### src/rtl/tdm_pkg.sv
// -----------------------------------------------------------------------------
// tdm_pkg
//   Shared definitions for the TDM de-interleave path.
//   - NUM_CH    : default channel count per TDM frame
//   - OUT_WIDTH : default output lane width
//   - slot_t    : slot index type for the default channel count
//   - lane_t    : one output lane for the default lane width
//   - lane_lsb  : LSB position of lane k inside a packed frame
// -----------------------------------------------------------------------------
package tdm_pkg;

  localparam int NUM_CH    = 2;
  localparam int OUT_WIDTH = 24;

  typedef logic [$clog2(NUM_CH)-1:0] slot_t;
  typedef logic [OUT_WIDTH-1:0]      lane_t;

  // Lane k occupies [k*width +: width] of the packed frame.
  function automatic int lane_lsb(input int k, input int width);
    return k * width;
  endfunction

endpackage

### src/rtl/tdm_slot_counter.sv
// -----------------------------------------------------------------------------
// tdm_slot_counter
//   Tracks which TDM slot the current beat belongs to. A start-of-frame beat
//   always lands in slot 0; if the counter was mid-frame at that moment the
//   frame is misaligned and sync_err pulses one cycle later.
// Ports
//   clk        in   tdm clock, rising edge
//   rst        in   asynchronous active-high reset
//   in_valid   in   beat present this cycle
//   in_sof     in   beat is slot 0 (qualified by in_valid)
//   slot       out  slot of the current beat (combinational)
//   last_beat  out  valid beat in slot NUM_CH-1 (combinational)
//   realign    out  sof seen while mid-frame, this cycle (combinational)
//   sync_err   out  registered one-cycle pulse of realign
// -----------------------------------------------------------------------------
module tdm_slot_counter #(
  parameter  int NUM_CH = 2,
  localparam int SW     = $clog2(NUM_CH)
) (
  input  logic          clk,
  input  logic          rst,
  input  logic          in_valid,
  input  logic          in_sof,
  output logic [SW-1:0] slot,
  output logic          last_beat,
  output logic          realign,
  output logic          sync_err
);

  localparam logic [SW-1:0] SLOT_LAST = SW'(NUM_CH - 1);

  logic [SW-1:0] slot_reg;
  logic [SW-1:0] slot_next;
  logic          sync_err_reg;

  always_comb begin
    realign   = in_valid && in_sof && (slot_reg != '0);
    // An sof beat overrides the running count and is kept as slot 0.
    slot      = (in_valid && in_sof) ? '0 : slot_reg;
    last_beat = in_valid && (slot == SLOT_LAST);
    slot_next = slot_reg;
    if (in_valid) begin
      slot_next = last_beat ? '0 : slot + 1'b1;
    end
  end

  always_ff @(posedge clk or posedge rst) begin
    if (rst) begin
      slot_reg     <= '0;
      sync_err_reg <= 1'b0;
    end else begin
      slot_reg     <= slot_next;
      sync_err_reg <= realign;
    end
  end

  assign sync_err = sync_err_reg;

endmodule

### src/rtl/tdm_demux_frame.sv
// -----------------------------------------------------------------------------
// tdm_demux_frame
//   De-interleaves the TDM product stream (one channel per beat, channel 0
//   first) into NUM_CH parallel lanes and presents one frame at a time through
//   a valid/ready output register. The last lane is bypassed straight from the
//   beat, so a frame is offered one cycle after its final beat.
//
//   Optional build macro TDM_ACC_EN: each lane keeps a saturating sum over
//   ACC_FRAMES frames and only the window's final frame is offered. Without
//   the macro every completed frame is offered and ACC_FRAMES has no effect.
// Ports
//   clk        in   tdm clock, rising edge
//   rst        in   asynchronous active-high reset
//   in_valid   in   beat present on in_data
//   in_sof     in   beat is slot 0 (qualified by in_valid)
//   in_data    in   interleaved product beat (unsigned)
//   out_valid  out  out_data holds a complete frame
//   out_ready  in   consumer accepts when out_valid && out_ready
//   out_data   out  lane k at [k*OUT_WIDTH +: OUT_WIDTH]
//   sync_err   out  one-cycle pulse: sof arrived mid-frame
//   ovf_err    out  one-cycle pulse: completed frame dropped (output busy)
// -----------------------------------------------------------------------------
module tdm_demux_frame #(
  parameter int DATA_WIDTH = 16,
  parameter int NUM_CH     = tdm_pkg::NUM_CH,
  parameter int OUT_WIDTH  = 24,
  parameter int ACC_FRAMES = 4
) (
  input  logic                        clk,
  input  logic                        rst,
  input  logic                        in_valid,
  input  logic                        in_sof,
  input  logic [DATA_WIDTH-1:0]       in_data,
  output logic                        out_valid,
  input  logic                        out_ready,
  output logic [NUM_CH*OUT_WIDTH-1:0] out_data,
  output logic                        sync_err,
  output logic                        ovf_err
);

  import tdm_pkg::*;

  localparam int SW = $clog2(NUM_CH);
`ifdef TDM_ACC_EN
  // Every lane, including the last, needs a register to hold its running sum.
  localparam int NUM_STAGE = NUM_CH;
`else
  // The last lane is taken from the beat directly, so it needs no staging.
  localparam int NUM_STAGE = NUM_CH - 1;
`endif

  genvar gi;

  if (NUM_CH < 2 || OUT_WIDTH < DATA_WIDTH || ACC_FRAMES < 1) begin : g_param_check
    $error("tdm_demux_frame: illegal parameter combination");
  end

  // ---------------------------------------------------------------------------
  // Slot tracking
  // ---------------------------------------------------------------------------
  logic [SW-1:0] slot;
  logic          last_beat;
  logic          realign;

  tdm_slot_counter #(
    .NUM_CH (NUM_CH)
  ) u_slot_counter (
    .clk       (clk),
    .rst       (rst),
    .in_valid  (in_valid),
    .in_sof    (in_sof),
    .slot      (slot),
    .last_beat (last_beat),
    .realign   (realign),
    .sync_err  (sync_err)
  );

  // ---------------------------------------------------------------------------
  // Lane datapath
  // ---------------------------------------------------------------------------
  logic [OUT_WIDTH-1:0]        beat_ext;
  logic [OUT_WIDTH-1:0]        lane_val   [NUM_CH];
  logic [OUT_WIDTH-1:0]        stage_reg  [NUM_STAGE];
  logic [NUM_CH*OUT_WIDTH-1:0] frame_flat;
  logic                        frame_done;

  assign beat_ext = OUT_WIDTH'(in_data);

`ifdef TDM_ACC_EN
  localparam int                FC_W    = (ACC_FRAMES > 1) ? $clog2(ACC_FRAMES) : 1;
  localparam logic [FC_W-1:0]   FC_LAST = FC_W'(ACC_FRAMES - 1);

  logic [FC_W-1:0] frame_cnt_reg;
  logic [FC_W-1:0] frame_cnt_next;
  logic            acc_first;

  function automatic logic [OUT_WIDTH-1:0] sat_add(input logic [OUT_WIDTH-1:0] a,
                                                   input logic [OUT_WIDTH-1:0] b);
    logic [OUT_WIDTH:0] sum;
    sum = {1'b0, a} + {1'b0, b};
    return sum[OUT_WIDTH] ? {OUT_WIDTH{1'b1}} : sum[OUT_WIDTH-1:0];
  endfunction

  // A misaligned sof restarts the window, so its frame loads rather than adds.
  always_comb begin
    acc_first      = (frame_cnt_reg == '0) || realign;
    frame_cnt_next = frame_cnt_reg;
    frame_done     = 1'b0;
    if (realign) begin
      frame_cnt_next = '0;
    end else if (last_beat) begin
      if (frame_cnt_reg == FC_LAST) begin
        frame_done     = 1'b1;
        frame_cnt_next = '0;
      end else begin
        frame_cnt_next = frame_cnt_reg + 1'b1;
      end
    end
  end

  always_ff @(posedge clk or posedge rst) begin
    if (rst) begin
      frame_cnt_reg <= '0;
    end else begin
      frame_cnt_reg <= frame_cnt_next;
    end
  end
`else
  assign frame_done = last_beat;
`endif

  for (gi = 0; gi < NUM_CH; gi++) begin : g_lane
`ifdef TDM_ACC_EN
    assign lane_val[gi] = acc_first ? beat_ext : sat_add(stage_reg[gi], beat_ext);
`else
    assign lane_val[gi] = beat_ext;
`endif
    if (gi == NUM_CH - 1) begin : g_bypass
      assign frame_flat[lane_lsb(gi, OUT_WIDTH) +: OUT_WIDTH] = lane_val[gi];
    end else begin : g_staged
      assign frame_flat[lane_lsb(gi, OUT_WIDTH) +: OUT_WIDTH] = stage_reg[gi];
    end
  end

  // Lanes left over from a discarded partial frame are cleared on realign so
  // stale data never reaches the output.
  always_ff @(posedge clk or posedge rst) begin
    if (rst) begin
      for (int k = 0; k < NUM_STAGE; k++) begin
        stage_reg[k] <= '0;
      end
    end else begin
      for (int k = 0; k < NUM_STAGE; k++) begin
        if (in_valid && (int'(slot) == k)) begin
          stage_reg[k] <= lane_val[k];
        end else if (realign && (k != 0)) begin
          stage_reg[k] <= '0;
        end
      end
    end
  end

  // ---------------------------------------------------------------------------
  // Output register and handshake. Everything driven out is registered, so
  // out_ready never reaches an output combinationally.
  // ---------------------------------------------------------------------------
  logic                        out_valid_reg;
  logic [NUM_CH*OUT_WIDTH-1:0] out_data_reg;
  logic                        ovf_err_reg;
  logic                        load_frame;

  // Loading over an accepted frame in the same cycle keeps back-to-back
  // frames bubble-free.
  assign load_frame = frame_done && (!out_valid_reg || out_ready);

  always_ff @(posedge clk or posedge rst) begin
    if (rst) begin
      out_valid_reg <= 1'b0;
      out_data_reg  <= '0;
      ovf_err_reg   <= 1'b0;
    end else begin
      ovf_err_reg <= frame_done && out_valid_reg && !out_ready;
      if (load_frame) begin
        out_valid_reg <= 1'b1;
        out_data_reg  <= frame_flat;
      end else if (out_ready) begin
        out_valid_reg <= 1'b0;
      end
    end
  end

  assign out_valid = out_valid_reg;
  assign out_data  = out_data_reg;
  assign ovf_err   = ovf_err_reg;

endmodule

### config.mk
export PLATFORM = sky130hd
export DESIGN_NAME = tdm_demux_frame
export DESIGN_NICKNAME = d
export VERILOG_FILES = /design/src/rtl/tdm_pkg.sv /design/src/rtl/tdm_slot_counter.sv /design/src/rtl/tdm_demux_frame.sv
export SDC_FILE = /design/constraint.sdc
export NUM_CORES = 1
export LEC_CHECK = 0
export CORE_MARGIN = 2
export CORE_UTILIZATION = 46
export DETAILED_ROUTE_END_ITERATION = 16
export PLACE_DENSITY_LB_ADDON = 0.08
export SLEW_MARGIN = 20
export SYNTH_ARGS = -nofsm -noshare
export SYNTH_HDL_FRONTEND = slang
export SYNTH_SLANG_ARGS = --single-unit
### constraint.sdc
create_clock -name clk -period 2.4 [get_ports clk]
set_clock_uncertainty 0.15 [all_clocks]
set_input_delay 0.48 -clock clk [delete_from_list [all_inputs] [get_ports clk]]
set_output_delay 0.48 -clock clk [all_outputs]
set_load 0.01 [all_outputs]
## After elaboration in Yosys (flattened, before gate mapping)

Index checks and enable logic that the tools add are counted.

| storage, ports and cells | value |
|---|---|
| register bits after elaboration | 52 |
| bits of input ports | 21 |
| output and inout bits | 51 |
| word-level logic and storage cells | 23 |

| operators by class | value |
|---|---|
| add/sub/neg operators | 1 |
| muxes and demuxes | 4 |
| bitwise logic cells | 1 |
| reductions and logical operators | 11 |

Operators with widths:

| operator | count |
|---|---|
| logical AND 1 bit | 7 |
| 2-to-1 mux 1 bit | 4 |
| zero test 1 bit | 2 |
| nonzero test 2 bit | 1 |
| adder 1 bit, second input constant | 1 |
| logical OR 1 bit | 1 |
| inverter 1 bit | 1 |

## Logic depth before layout (Yosys ltp)

| logic depth | value |
|---|---|
| depth in word-level cells | 5 |
| mapped depth | 5 |

## Cells and area by module

Synthesis repeated with hierarchy kept, for this count alone.

| unflattened totals | value |
|---|---|
| cell total of the unflattened synthesis | 136 |
| area total of the unflattened synthesis | 2,301.0 um^2 |

By module, submodules not included:

| module | instances | cells an instance | area an instance (um^2) | sequential area each (um^2) |
|---|---|---|---|---|
| tdm_demux_frame | 1 | 127 | 2,210.9 | 1,251.2 |
| tdm_slot_counter | 1 | 9 | 90.1 | 50.0 |

## Worst setup path before layout

No wires, ideal clock.

| path | value |
|---|---|
| path kind | input port to flip-flop |
| start point | input in_sof |
| end point | register out_data_reg[0], in the netlist out_data[0] |
| setup time | 0.125 ns |
| arrival | 1.314 ns |
| data required time | 2.125 ns |
| setup slack | 0.811 ns |
| cell stages on the path | 5 |
| buffers on the path | 2 |
| path through | nand3b_4 nor2b_2 buf_6 buf_12 mux2_4 |

| on the way | value |
|---|---|
| cells in the longest elaborated chain, start to end | 4 |

RTL lines:

| item | RTL line | source |
|---|---|---|
| start: declaration | tdm_demux_frame.sv:32 | `input logic in_sof,` |
| logical AND 1 bit | tdm_slot_counter.sv:39 | `slot = (in_valid && in_sof) ? '0 : slot_reg;` |
| 2-to-1 mux 1 bit | tdm_slot_counter.sv:39 |  |
| logical AND 1 bit | tdm_slot_counter.sv:40 | `last_beat = in_valid && (slot == SLOT_LAST);` |
| logical AND 1 bit | tdm_demux_frame.sv:174 | `assign load_frame = frame_done && (!out_valid_reg \|\| out_ready);` |
| end signal: assignment | tdm_demux_frame.sv:185 | `out_data_reg <= frame_flat;` |
| end: declaration | tdm_demux_frame.sv:168 | `logic [NUM_CH*OUT_WIDTH-1:0] out_data_reg;` |

Every way passes these cells.
A chain may end at the register's enable or synchronous reset.

## Worst setup path after layout

| path | value |
|---|---|
| start point | register out_valid_reg, in the netlist out_valid |
| end point | output out_valid |

RTL lines:

| item | RTL line | source |
|---|---|---|
| start: declaration | tdm_demux_frame.sv:167 | `logic out_valid_reg;` |
| start signal: assignment | tdm_demux_frame.sv:178 | `out_valid_reg <= 1'b0;` |
| start signal: assignment | tdm_demux_frame.sv:184 | `out_valid_reg <= 1'b1;` |
| start signal: assignment | tdm_demux_frame.sv:187 | `out_valid_reg <= 1'b0;` |
| end: declaration | tdm_demux_frame.sv:34 | `output logic out_valid,` |

No word-level cell between the ends.

==> out/results.txt <==
Starting Density - 47.63%
worst-skew pair later-pin latency - 0.30 ns
cts repair resizes - 0
Pwr per Cell Area - 894.1 nW/µm²
Tot GR Track Use - 15.52%
layout cell share with drive strength beyond 1 - 34.54%
Inserted Clock Buffers - 5
P_leak - 1.303 nW
crit path DAT - 1.26 ns
Post-layout nets - 214
vias per std cell - 4.602
vias post-DR - 1,201
Syn-to-layout area delta - 29.03%
global route overflow - 0
Final min period - 1.889 ns
CP Max Fanout - 2
drt drc - 0
final setup violation count - 0
pre-CTS setup slack - 0.2024 ns
CP max stage cell - clkdlybuf4s50_1
initial DRC count - 29
initial antenna violation count - 0
fin util - 61.46%
H-tree levels - 2
dpl hpwl - 2804 µm
CP required - 1.77 ns
TNS Setup - 0 ns
asr flop ratio synth - 100.0%
die area - 5466 µm²
Die Y - 73.93 µm
Slew Limit Fails - 0
placer congestion estimate - 0.7341
syn avg cell area - 17.04 µm²
status - finished clean
Port Buffers - 55
fin crit share - 78.71%
kind of critical path - reg2out
Hold-fix buffers, CTS - 0
core area - 4723 µm²
Max VDD drop - 419.9 µV
Mapped Cells - 132
first-pass GRT wire length - 6313 µm
Buffers & Inverters on Critical Path - 1
Wirelength per Cell - 14.74 µm
Netlist Area Pre-Place - 2250 µm²
post-CTS setup buffers - 0
die width - 73.93 µm
Root Buffer - clkbuf_8
RSZ-0062 raised after global routing - false
Slew @ Worst Pin - 0.5887 ns
Final WS setup - 0.5111 ns
final instance area - 2903 µm²
IO Pins - 72
Clk pin slew, worst setup/hold paths - 0.10 ns
first-pass detailed-route iteration total - 2
Cell Chain, Critical Path - clkdlybuf4s50_1
f_max - 0.5294 GHz
Post-synth EDFFs - 0
Detail Route Antenna Nets - 0
Max Cap Viol - 0
Overall Power - 2.595 mW
Min Hold Slack - 0.3221 ns
largest net degree at the start of global routing - 24
synth unique cells - 16
Placed Cells incl. Taps - 253
Seq/Total Area, Yosys - 57.84%
Startpoint Class - flop
Worst Setup End Kind - primary output
final WL - 3846 µm
clock tree buffer depth - 2
relative slew slack - 60.60%
Yosys warning count - 0
CP max stage delay - 0.56 ns
Post-Layout Cell Count - 261
vias in the first global route - 1,289
CTS tree - yes
worst hold path type - in2async
Primary FF master, synth - dfrtp_1
Final Hold Viols - 0
Clock Sink Count - 52
diode count - 0
Placement Rows - 25
Crit path max-delay family - buffers and inverters
Post-DP Area - 2805 µm²
number of synthesized register bits - 52
max FFs per register - 32
metal layers:
layer / vias up / share of wire, % / global-route usage, %
li1: 535 / - / -
met2: 36 / 52 / 25.10
met5: - / 0 / 0
met3: 7 / 4.3 / 3.930
met4: 0 / 1.6 / 5.455
met1: 623 / 42 / 20.52
final cells by class:
type / count / area [µm²]
Fill cell: 368 / 1821
Clock inverter: 2 / 15.01
Inverter: 2 / 7.507
Timing Repair Buffer: 60 / 613.1
Tap cell: 67 / 83.83
Sequential cell: 52 / 1301
Clock buffer: 6 / 82.58
Multi-Input combinational cell: 72 / 799.5
final timing paths:
kind | start | end | slack (ns) | depth (start not counted)
max | out_valid | out_valid | 0.51 | 1
min | rst | out_data[29] | 0.32 | 2
max reg2reg | u_slot_counter.slot_reg | stage_reg[4] | 0.69 | 3
min reg2reg | stage_reg[7] | out_data[7] | 0.35 | 1
max in group asynchronous | rst | out_data[31] | 1.14 | 3
min in group clk | stage_reg[7] | out_data[7] | 0.35 | 1
power by group:
part / total (mW) / leakage [nW] / switching, mW / internal (mW)
sequential: 1.22 / 0.616 / 0.127 / 1.09
combinational: 0.860 / 0.643 / 0.277 / 0.584
clock: 0.517 / 0.0434 / 0.283 / 0.234
total: 2.60 / 1.30 / 0.687 / 1.91
cells in the final DEF, fill, tap and decap left out:
master,n
nor2_1,1
dfrtp_1,52
buf_12,2
nand2b_4,1
inv_1,1
clkbuf_8,6
conb_1,16
o21ai_4,1
buf_4,3
mux2_4,30
nand2_1,1
and3_2,1
clkdlybuf4s50_1,55
nand3b_4,1
o21a_1,1
mux2_2,18
inv_2,1
nor2b_4,1
clkinvlp_4,2
kinds of logic after synthesis:
kind of cell / count (synthesis) / share of synthesized area [%]
DFF: 52 / 57.84
muxes: 48 / 29.03
buffers and inverters: 23 / 9.344
and+or+nand+nor: 6 / 2.558
AOI/OAI and AO/OA: 2 / 1.057
other: 1 / 0.1667
Yosys cell counts, types with 2 or more instances:
cell      n  area [µm²]
mux2_2   18       202.7
buf_12    3       60.06
inv_1     2       7.510
buf_4    16       120.1
mux2_4   30       450.4
buf_6     2       22.52
dfrtp_1  52        1301
No activity file was read; power rests on OpenSTA's default activity.
